File: config.mk
export PLATFORM = sky130hd
export DESIGN_NAME = next_pc_control
export DESIGN_NICKNAME = d
export VERILOG_FILES = /design/src/rtl/next_pc_control.sv
export SDC_FILE = /design/constraint.sdc
export NUM_CORES = 1
export LEC_CHECK = 0
export ABC_AREA = 1
export CORE_AREA = 2 2 88 90
export CTS_BUF_LIST = sky130_fd_sc_hd__clkbuf_16
export DETAILED_ROUTE_END_ITERATION = 10
export DIE_AREA = 0 0 90 92
export PLACE_DENSITY = 0.58
export SLEW_MARGIN = 10
export SYNTH_ARGS = -nofsm -noshare
export SYNTH_HDL_FRONTEND = slang
export SYNTH_SLANG_ARGS = --single-unit
File: constraint.sdc
create_clock -name clock -period 2.2 [get_ports clock]
set_input_delay 0.44 -clock clock [delete_from_list [all_inputs] [get_ports clock]]
set_output_delay 0.44 -clock clock [all_outputs]
set_load 0.01 [all_outputs]
File: src/rtl/next_pc_control.sv
// next_pc_control: front-end FSM producing next PC, stop and flush; NPC_REDIRECT_COUNT_EN adds a saturating redirect counter.
module next_pc_control #(
  parameter int STALL_CYCLES = 1,
  parameter int FLUSH_CYCLES = 2
) (
  input  logic        clock,
  input  logic        reset,
  input  logic [15:0] instruction_address,
  input  logic        branch_taken,
  input  logic [15:0] branch_base,
  input  logic [7:0]  branch_offset,
  input  logic        jump,
  input  logic [15:0] jump_target,
  input  logic        hazard_stall,
  input  logic        halt,
  output logic [15:0] pc_new_address,
  output logic        pc_stop,
  output logic        flush,
  output logic [1:0]  npc_state
`ifdef NPC_REDIRECT_COUNT_EN
  ,
  output logic [15:0] redirect_count
`endif
);
  localparam logic [1:0] RUN = 2'd0, STALL = 2'd1, FLUSH = 2'd2, HALT = 2'd3;
  logic [1:0]  state, state_nx;
  logic [3:0]  cnt, cnt_nx;
  logic [15:0] target;
  logic        active, take_halt, take_redir, take_stall;
  // Requests are masked while reset is held so nothing but RUN is ever visible then.
  assign active     = !reset && state != HALT;
  assign take_halt  = active && halt;
  assign take_redir = active && !halt && (branch_taken || jump);
  assign take_stall = active && state == RUN && !halt && !(branch_taken || jump) && hazard_stall;
  assign target     = jump ? {jump_target[15:1], 1'b0}
                           : branch_base + {{7{branch_offset[7]}}, branch_offset, 1'b0};
  assign pc_stop    = state == HALT || take_halt || take_stall || (state == STALL && !take_redir);
  assign flush      = take_redir || (state == FLUSH && !take_halt);
  assign npc_state  = state;
  assign pc_new_address = take_redir ? target : pc_stop ? instruction_address : instruction_address + 16'd2;
  always_comb begin
    state_nx = state;
    cnt_nx   = cnt;
    if (take_halt) state_nx = HALT;
    else if (take_redir) begin
      state_nx = FLUSH_CYCLES > 1 ? FLUSH : RUN;
      cnt_nx   = FLUSH_CYCLES > 1 ? 4'(FLUSH_CYCLES - 2) : cnt;
    end else if (take_stall) begin
      state_nx = STALL_CYCLES > 1 ? STALL : RUN;
      cnt_nx   = STALL_CYCLES > 1 ? 4'(STALL_CYCLES - 2) : cnt;
    end else if (state == STALL || state == FLUSH) begin
      state_nx = cnt == 4'd0 ? RUN : state;
      cnt_nx   = cnt == 4'd0 ? cnt : cnt - 4'd1;
    end
  end
  always_ff @(posedge clock or posedge reset)
    if (reset) begin
      state <= RUN;
      cnt   <= 4'd0;
    end else begin
      state <= state_nx;
      cnt   <= cnt_nx;
    end
`ifdef NPC_REDIRECT_COUNT_EN
  always_ff @(posedge clock or posedge reset)
    if (reset) redirect_count <= 16'd0;
    else if (take_redir && redirect_count != 16'hFFFF) redirect_count <= redirect_count + 16'd1;
`endif
endmodule
==> metrics.txt <==
status finished with violations; failing checks negative setup slack; DRC 0; R2R cell count 12; buffer depth of the longest clock path 2; CTS tree built; Critical path destination pc_new_address[3]; commonest non-fill, non-tap cells in the layout 140 x nand2_1, 65 x inv_1, 62 x buf_4; Initial Utilization ~29%; drt pass-1 iters 5; unrepaired setup endpoints after global routing true; clk_lat worst skew approximately 0.23 ns; max_cap viols 0; delay-heaviest family, CP simple AND/OR/NAND/NOR gates; final worst-path cycle share 113%; placed cells 643; Reg-to-Reg Start npc_state[1]; Worst Path Buf+Inv 4; Final ANT Viol Nets 0; final non-filler cell total 669; Sw Ratio 45.5%; initial antenna violation count 0; HP Class primary input to asynchronous set/reset pin; Reg clk slew, reported paths roughly 0.03 ns; min Tclk post-route about 2.5 ns; PD cells ~720 nW/µm²; Area growth syn-to-layout 88.4%; CP arrival 2.04 ns; core area between 7000 and 8000 µm²; IO Pins 82; sequential-to-total area share from yosys stat around 6.9%; synthesized instance count roughly 420; Routed Wire Length just under 8000 µm; Yosys top cell by area nand2_1; maximum vdd ir drop 0.304 mV; Distinct cells, synth 31; Slew Limit Fails 0; flops & latches, synth 6; combinational fraction of design power between 80 and 90%; CP peak stage delay around 0.40 ns; share of layout cells above drive strength 1 around 33%; most common cell after layout, fill and taps aside nand2_1; via count 2993; WP depth 13; Slew @ Worst Pin 0.271 ns; Critical Path Fanout Max 7; leakage power between 0.002 and 0.0025 µW; die height approximately 90 µm; Ys Warns 0; final hold vios 0; DR WL/cell ~12 µm; setup slack, reg-to-reg roughly 0.26 ns; critical path cell sequence ha_2 > inv_2 > nand2_2 > nor2_2 > nand2_2 > nand2_2 > buf_6 > nand4_4 > buf_12 > o21ai_4 > nand2_2 > nand2_1 > buf_2; crit path max-delay cell type dfrtp_1; Final nets 652; DIE AREA roughly 8300 µm²; Worst EP required around 1.8 ns; clk_skew ~0.0021 ns; setup ws final -0.284 ns; largest net degree at the start of global routing 29; Sequential Power Share under 10%; fmax 403 MHz; number of clock buffers inserted by TritonCTS 3; crit path kind flip-flop to output pin; setup_tns -4.05 ns; syn nets just over 500; syn avg cell area a little over 5 µm²; HPWL after DPL 5780 µm; Worst path most repeated cell nand2_2; Synth top area share a little under a third; Total Power slightly below 3000 µW; setup violators final 17; first-pass GRT wire length 12900 µm; CTS Root Cell clkbuf_16; routability cong. between 0.8 and 0.9; Internal roughly 1600 µW; Clock Power Share between 10% and 20%; crit end category output pin; Slew HR between 80% and 90%; Die Width roughly 90 µm; worst flop-to-flop path endpoint cnt[3]; Site Rows 32; clock sink count 6; CTS HTree Levels 1; Sw Pwr between 1000 and 1500 µW; Worst setup SP type flip-flop; number of global-route vias before repair slightly below 3000; detailed-route vias per instance approximately 4.5; quantity of I/O buffers inserted on ports 80; Total Routing Usage GR a little under a fifth; synth top area cells nand2_1 30%, inv_1 12%, ha_1 12%; Iter 0 DRT Violations roughly 110; Synth Cell Area 2160 µm²; Overflow after GRT 0; diodes inserted 0; Worst Setup SP npc_state[1]
-- through the flow --
| stage | utilization (%) | cell area [µm²] | hold WS (ns) | setup WS [ns] |
|---|---|---|---|---|
| finish | 54.8 | 4080 | 0.389 | -0.284 |
| CTS | 53.1 | 3950 | 0.366 | -0.254 |
| detailed placement | 46.1 | 3430 | 0.479 | -1.02 |
| floorplan | - | 2160 | 0.239 | 0.112 |
| global route | 54.8 | 4080 | 0.410 | -0.396 |
| global placement | 46.1 | 3430 | 0.466 | -1.00 |
-- synthesized netlist by cell type --
library cell / count
nand3_2: 2
o211ai_1: 3
xnor2_1: 7
o21ai_0: 10
o31ai_1: 2
xor2_1: 8
ha_1: 20
or2_2: 2
a31oi_1: 1
buf_4: 1
nand3_1: 33
o21ai_1: 6
a21oi_1: 9
buf_6: 1
buf_1: 2
and2_1: 1
fa_1: 1
nor2_2: 2
nand4_2: 1
nor2_8: 1
nand2_1: 174
inv_2: 2
o2111a_1: 1
buf_2: 3
clkbuf_1: 1
nor3_1: 3
inv_1: 69
nor2_1: 41
nand4_1: 6
nand2_2: 2
dfrtp_1: 6
-- area by class of cell --
| class | count | area (µm²) |
|---|---|---|
| fill | 786 | 3370 |
| timing repair buffer | 151 | 1310 |
| inverter | 71 | 267 |
| multi-input combinational | 336 | 2150 |
| sequential | 6 | 150 |
| clock buffer | 3 | 75.1 |
| tap | 102 | 128 |
-- kinds of logic after synthesis --
kind of cell | synth area share, %
flip-flops | 6.94
buffers and inverters | 14.4
AO/OA/AOI/OAI | 8.32
AND/OR/NAND/NOR | 51.8
adder cells (fa/ha/maj) | 12.5
XOR/XNOR | 6.07
-- worst register-to-register path, delay by kind of cell (launching register included) --
kind / cells / cell delay [ns]
buffers and inverters: 4 / 0.43
AOI/OAI and AO/OA: 1 / 0.20
DFF: 1 / 0.40
and+or+nand+nor: 6 / 0.60
adders and majority gates: 1 / 0.22
-- routing by layer --
layer / GRT usage, % / vias up / wire, µm
li1: - / 1596 / -
met4: 3.08 / 0 / 65
met1: 22.5 / 1331 / 3470
met2: 34.8 / 60 / 3930
met5: 0 / - / 0
met3: 1.97 / 6 / 278
-- power by group through the flow --
stage          sequential, µW  clock (µW)  combinational [µW]
3_5_place_dp              204           0                1970
5_1_grt                   208         304                2700
3_3_place_gp              202           0                1950
2_1_floorplan             210           0                1070
6_report                  203         298                2450
4_1_cts                   202         299                2260
-- state kept, by name, summed over array words and instances, names as in the netlist --
| signal | cells |
|---|---|
| cnt | 4 |
| npc_state | 2 |
-- what timing repair did --
action / 4_1_cts / 5_1_grt
gates cloned: 1 / 1
gates resized for setup: 184 / 35
pin swaps: 48 / 16
buffers inserted: 19 / 4
setup endpoints to repair: 18 / 18
hold buffers: 0 / 0
-- worst min-delay path by stage --
| stage | depth (start not counted) | endpoint | slack, ns | startpoint |
|---|---|---|---|---|
| 3_3_place_gp | 2 | cnt[1] | 0.47 | cnt[1] |
| 2_1_floorplan | 1 | cnt[0] | 0.24 | reset |
| 6_report | 3 | npc_state[1] | 0.39 | reset |
| 5_1_grt | 3 | npc_state[1] | 0.41 | reset |
| 4_1_cts | 3 | npc_state[1] | 0.37 | reset |
| 3_5_place_dp | 2 | cnt[1] | 0.48 | cnt[1] |
(Power assumes the default switching activity.)
